## config.mk

```make
export PLATFORM = sky130hd
export DESIGN_NAME = vga_timing_gen
export DESIGN_NICKNAME = d
export VERILOG_FILES = /design/src/rtl/vga_timing_gen.sv
export SDC_FILE = /design/constraint.sdc
export NUM_CORES = 1
export LEC_CHECK = 0
export CORE_MARGIN = 5
export CORE_UTILIZATION = 50
export CTS_CLUSTER_DIAMETER = 30
export DETAILED_ROUTE_END_ITERATION = 7
export DONT_BUFFER_PORTS = 1
export PLACE_DENSITY = 0.73
export SLEW_MARGIN = 20
export SYNTH_ARGS = -nofsm -noshare
export SYNTH_HDL_FRONTEND = slang
export SYNTH_SLANG_ARGS = --single-unit
```

## constraint.sdc

```tcl
create_clock -name clk -period 2.05 [get_ports clk]
set_clock_uncertainty 0.15 [all_clocks]
set_input_delay 0.5125 -clock clk [delete_from_list [all_inputs] [get_ports clk]]
set_output_delay 0.5125 -clock clk [all_outputs]
set_load 0.05 [all_outputs]
```

## src/rtl/vga_timing_gen.sv

```systemverilog
// vga_timing_gen: pixel-clock divider plus horizontal/vertical counters for 640x480@60.
// Generates sync, blanking, pixel coordinates and a frame-start strobe for the colour/zone stage.
// Optional macro VGA_TIMING_PIPE_EN adds a one-pixel delay stage on hs/vs/blank_n/frame_start.
module vga_timing_gen #(
  parameter int unsigned CLK_DIV  = 2,
  parameter int unsigned H_ACTIVE = 640,
  parameter int unsigned H_FP     = 16,
  parameter int unsigned H_SYNC   = 96,
  parameter int unsigned H_BP     = 48,
  parameter int unsigned V_ACTIVE = 480,
  parameter int unsigned V_FP     = 10,
  parameter int unsigned V_SYNC   = 2,
  parameter int unsigned V_BP     = 33
) (
  input  logic       clk,
  input  logic       reset,
  output logic       clockVGA,
  output logic       pix_en,
  output logic       vga_hs,
  output logic       vga_vs,
  output logic       vga_blank_n,
  output logic [9:0] x,
  output logic [9:0] y,
  output logic       frame_start
);

  localparam int unsigned CW      = 10;
  localparam int unsigned DIV_W   = $clog2(CLK_DIV);
  localparam int unsigned H_TOTAL = H_ACTIVE + H_FP + H_SYNC + H_BP;
  localparam int unsigned V_TOTAL = V_ACTIVE + V_FP + V_SYNC + V_BP;
  localparam int unsigned HS_BEG  = H_ACTIVE + H_FP;
  localparam int unsigned HS_END  = HS_BEG + H_SYNC;
  localparam int unsigned VS_BEG  = V_ACTIVE + V_FP;
  localparam int unsigned VS_END  = VS_BEG + V_SYNC;

  logic [DIV_W-1:0] div;
  logic [CW-1:0]    h_cnt;
  logic [CW-1:0]    v_cnt;
  logic             last_pix;
  logic             last_line;
  logic             frame_wrap;
  logic             hs_r;
  logic             vs_r;
  logic             blank_r;
  logic             fs_r;

  assign pix_en    = (div == DIV_W'(CLK_DIV - 1));
  assign last_pix  = (h_cnt == CW'(H_TOTAL - 1));
  assign last_line = (v_cnt == CW'(V_TOTAL - 1));

  // System-clock divider: counts 0..CLK_DIV-1, pix_en marks the last slot.
  always_ff @(posedge clk or negedge reset) begin
    if (!reset) div <= '0;
    else if (pix_en) div <= '0;
    else div <= div + DIV_W'(1);
  end

  // Pixel clock to the DAC: high for the upper half of the divider period.
  always_ff @(posedge clk or negedge reset) begin
    if (!reset) clockVGA <= 1'b0;
    else clockVGA <= (div >= DIV_W'(CLK_DIV / 2));
  end

  // Horizontal and vertical counters, advanced once per pixel.
  always_ff @(posedge clk or negedge reset) begin
    if (!reset) begin
      h_cnt <= '0;
      v_cnt <= '0;
    end else if (pix_en) begin
      if (last_pix) begin
        h_cnt <= '0;
        v_cnt <= last_line ? '0 : v_cnt + CW'(1);
      end else begin
        h_cnt <= h_cnt + CW'(1);
      end
    end
  end

  // Remembers that the counters just wrapped (799,524)->(0,0) so the strobe lines up with x/y.
  always_ff @(posedge clk or negedge reset) begin
    if (!reset) frame_wrap <= 1'b0;
    else frame_wrap <= pix_en && last_pix && last_line;
  end

  // Registered decodes of the current counters, one clk behind them.
  always_ff @(posedge clk or negedge reset) begin
    if (!reset) begin
      hs_r    <= 1'b1;
      vs_r    <= 1'b1;
      blank_r <= 1'b0;
      fs_r    <= 1'b0;
      x       <= '0;
      y       <= '0;
    end else begin
      hs_r    <= !((h_cnt >= CW'(HS_BEG)) && (h_cnt < CW'(HS_END)));
      vs_r    <= !((v_cnt >= CW'(VS_BEG)) && (v_cnt < CW'(VS_END)));
      blank_r <= (h_cnt < CW'(H_ACTIVE)) && (v_cnt < CW'(V_ACTIVE));
      fs_r    <= frame_wrap;
      x       <= h_cnt;
      y       <= v_cnt;
    end
  end

`ifdef VGA_TIMING_PIPE_EN
  logic pix_load;
  logic hs_q;
  logic vs_q;
  logic blank_q;
  logic fs_q;
  logic fs_pend;

  // Decodes refresh on the clk right after pix_en; loading the stage there gives exactly one pixel of delay.
  assign pix_load = (div == '0);

  // One-pixel delay stage; frame_start is held pending until the next load so it stays one clk wide.
  always_ff @(posedge clk or negedge reset) begin
    if (!reset) begin
      hs_q    <= 1'b1;
      vs_q    <= 1'b1;
      blank_q <= 1'b0;
      fs_q    <= 1'b0;
      fs_pend <= 1'b0;
    end else begin
      if (pix_load) begin
        hs_q    <= hs_r;
        vs_q    <= vs_r;
        blank_q <= blank_r;
      end
      fs_q <= pix_load && fs_pend;
      if (fs_r) fs_pend <= 1'b1;
      else if (pix_load) fs_pend <= 1'b0;
    end
  end

  assign vga_hs      = hs_q;
  assign vga_vs      = vs_q;
  assign vga_blank_n = blank_q;
  assign frame_start = fs_q;
`else
  assign vga_hs      = hs_r;
  assign vga_vs      = vs_r;
  assign vga_blank_n = blank_r;
  assign frame_start = fs_r;
`endif

endmodule
```

==> insert_results.sql <==
INSERT INTO impl_metrics (metric_group, metric, value, unit) VALUES
('run_status', 'status', 'finished, final reports clean', ''),
('critical_path', 'critical_path.slowest_cell', 'dfrtp_1', ''),
('power', 'power_per_cell_area', '770.9', 'mW/mm^2'),
('floorplanning', 'die_x', '69.84', 'um'),
('critical_path', 'critical_path.cell_chain', 'inv_1 > ha_1 > and4bb_1 > nand4_1 > and3_1 > a221o_1', ''),
('layout', 'antenna-diode-count', '0', ''),
('sta', 'tns', '0', 'ns'),
('sta', 'actual_transition_at_the_worst_max_transition_pin', '0.4543', 'ns'),
('yosys', 'post-synth-top-area-cell', 'dfrtp_1', ''),
('drt', 'route.vias.total', '1102', ''),
('critical_path', 'worst_setup_path_end_kind', 'flip-flop', ''),
('layout', 'syn2layout_area_growth', '9.225', '%'),
('clock_network', 'cts.sink_count', '47', ''),
('critical_path', 'ff2ff_setup_slack', '0.17', 'ns'),
('clock_network', 'number_of_instances_resized_during_post_cts_repair', '0', ''),
('sta', 'finalHoldViolations', '0', ''),
('place', 'placedCellCount', '187', ''),
('drt', 'ant_nets_after_route', '0', ''),
('drt', 'via_per_inst', '5.594', ''),
('yosys', 'most_repeated_cell_in_the_gate_level_netlist_after_synthesis', 'dfrtp_1', ''),
('sta', 'clock.fmax', '533.1', 'MHz'),
('yosys', 'synthDominantCellAreaShare', '62.89', '%'),
('critical_path', 'critPathMaxFanout', '7', ''),
('sta', 'finalMaxSlewViolations', '0', ''),
('clock_network', 'clkSlewWorstSetupHoldPaths', '0.14', 'ns'),
('floorplanning', 'core.rowCount', '21', ''),
('floorplanning', 'initial_utilization', '52.82', '%'),
('yosys', 'yosysWarningCount', '0', ''),
('critical_path', 'path_class', 'flip-flop to flip-flop', ''),
('drt', 'wl_per_cell', '15.83', 'um'),
('yosys', 'yosys_most_used_dff', 'dfrtp_1', ''),
('floorplanning', 'number_of_top_level_pins', '28', ''),
('clock_network', 'clock-root-buffer', 'clkbuf_4', ''),
('min_path', 'worst_hold_path_type', 'flip-flop to flip-flop', ''),
('layout', 'number_of_nets_in_the_layout', '156', ''),
('global_route', 'global_route.usage.total', '14.41', '%'),
('yosys', 'mappedNetlistArea', '0.001790', 'mm^2'),
('place', 'numPortBuffers', '0', ''),
('yosys', 'postSynthAreaPerCell', '12.52', 'um^2'),
('critical_path', 'crit_path_start_kind', 'flip-flop', ''),
('critical_path', 'worst-endpoint-arrival', '1.99', 'ns'),
('floorplanning', 'dieHeight', '69.84', 'um'),
('yosys', 'netlist-cell-type-count', '32', ''),
('critical_path', 'crit_family', 'simple AND/OR/NAND/NOR gates', ''),
('sta', 'grt_setup_unrepaired', 'no', ''),
('job', 'maxCapViolations', '0', ''),
('floorplanning', 'dieArea', '0.004878', 'mm^2'),
('critical_path', 'worst_path_largest_cell_delay', '0.48', 'ns'),
('place', 'globalplace.congestion', '0.9637', ''),
('power', 'p_leak', '0.9393', 'nW'),
('layout', 'layout-drive-gt1-share', '12.58', '%'),
('global_route', 'grt_pass1_wl', '5457', 'um'),
('sta', 'finalWorstPathRequiredPeriod', '1.876', 'ns'),
('drt', 'detail_route.drc_violations', '0', ''),
('drt', 'initialDrtViolationCount', '54', ''),
('clock_network', 'cts_tree', 'built', ''),
('yosys', 'seq_area_frac_synth', '65.83', '%'),
('critical_path', 'crit_required', '2.17', 'ns'),
('yosys', 'netlist_instances', '143', ''),
('clock_network', 'cts_max_level', '2', ''),
('sta', 'layout_worst_path_cycle_share', '91.51', '%'),
('clock_network', 'insertion_delay', '0.36', 'ns'),
('yosys', 'synth.top_cells.by_area', 'dfrtp_1, xnor2_1, dfstp_2', ''),
('yosys', 'synth_nets', '149', ''),
('global_route', 'number_of_antenna_violations_at_the_first_check_in_global_routing', '0', ''),
('yosys', 'synth.ff_latch_count', '47', ''),
('layout', 'layout.cells.non_filler', '197', ''),
('power', 'ir_drop', '0.0004383', 'V'),
('global_route', 'first_global_vias', '1074', ''),
('sta', 'relative_slew_slack', '69.74', '%'),
('clock_network', 'post_cts_buffers', '0', ''),
('place', 'hpwlAfterDp', '2027', 'um'),
('floorplanning', 'core_area', '0.003390', 'mm^2'),
('yosys', 'post_synth_most_frequent_cells', 'dfrtp_1, nor2_1, nand3_1, xnor2_1, nand4_1', ''),
('yosys', 'postSynth.asyncResetShare', '100.0', '%'),
('global_route', 'largest_net_degree_at_the_start_of_global_routing', '48', ''),
('clock_network', 'number_of_buffers_created_by_cts', '5', ''),
('clock_network', 'cts_max_path_buffers', '2', ''),
('global_route', 'grt_overflow', '0', ''),
('sta', 'setup_violations', '0', ''),
('drt', 'totalWireLength', '3119', 'um'),
('drt', 'firstDrtPassIters', '4', ''),
('yosys', 'synth-edff-count', '0', ''),
('critical_path', 'worstPathBufferInverterCount', '1', '');
[where the power goes]
group | leakage, nW | total, W | internal, W | switching (W)
Sequential | 0.620 | 0.000927 | 0.000927 | 0
Clock | 0.0452 | 0.000556 | 0.000257 | 0.000299
Combinational | 0.274 | 0.0000241 | 0.00000675 | 0.0000173
Total | 0.939 | 0.00151 | 0.00119 | 0.000317
[logic make-up (layout without fill, tap and decap cells)]
| group | count (synthesis) | in the layout | synth area share [%] |
|---|---|---|---|
| simple gates | 57 | 57 | 18.10 |
| flops | 47 | 47 | 65.83 |
| compound gates | 13 | 13 | 4.683 |
| xor+xnor | 12 | 12 | 5.871 |
| buf+inv | 10 | 18 | 2.725 |
| fa+ha+maj | 4 | 4 | 2.795 |
[worst reg2reg max path: stages (launching register included)]
cell and delay (ns):
dfrtp_1 0.48, inv_1 0.12, ha_1 0.14, and4bb_1 0.21
nand4_1 0.19, and3_1 0.24, a221o_1 0.25
[worst paths after layout]
path,cells past startpoint,end,startpoint
max in group asynchronous,2,vga_hs,reset
min in group asynchronous,2,v_cnt[5],reset
min,0,frame_start,frame_wrap
max,6,v_cnt[3],v_cnt[1]
max reg2reg,6,v_cnt[3],v_cnt[1]
min reg2reg,0,frame_start,frame_wrap
[timing repair]
action,CTS,global route
endpoints found under the setup margin,0,0
hold endpoints to repair,47,0
hold buffers,2,0
[flip-flops by register name, indices dropped and copies added, names as in the netlist, 10 cells and up]
name   count
h_cnt     10
v_cnt     10
x         10
y         10
[cell type report]
class                   instances  area [um^2]
clock buffers                   5        37.54
clock inverters                 3        43.79
multi-input cells              86        563.0
fillers                       277         1434
repair buffers                  4        52.55
well taps                      46        57.56
inverters                       6        22.52
flip-flops and latches         47         1179
[layer usage]
layer / share of wire (%) / track usage (%) / wire (um)
met1: 44 / 18.28 / 1387
met2: 46 / 20.88 / 1436
met3: 7.8 / 6.812 / 243
met4: 1.6 / 6.383 / 51
met5: 0 / 0 / 0
[layout by cell type, fill, tap and decap left out, types with 4 or more instances in the layout]
cell type,n
nor3_1,4
nor2_1,10
and3_1,6
dfrtp_1,45
inv_1,6
ha_1,4
o21ai_0,6
nand4_1,8
xnor2_1,9
nand2_1,7
clkbuf_4,5
nand3_1,9
[through the flow]
stage               setup WS, ns  cell area, um^2  hold WS, ns  power [W]  util (%)
global route             0.04884             1956       0.2315   0.001568     57.70
global placement          0.2889             1837      0.06800  0.0009449     54.19
finish                    0.1741             1956       0.2183   0.001508     57.70
CTS                       0.1988             1956       0.2218   0.001524     57.70
detailed placement        0.2205             1837      0.06804  0.0009449     54.19
floorplan                 0.1629             1790      0.06691  0.0009450         -
Power figures use the tool's default switching activity.
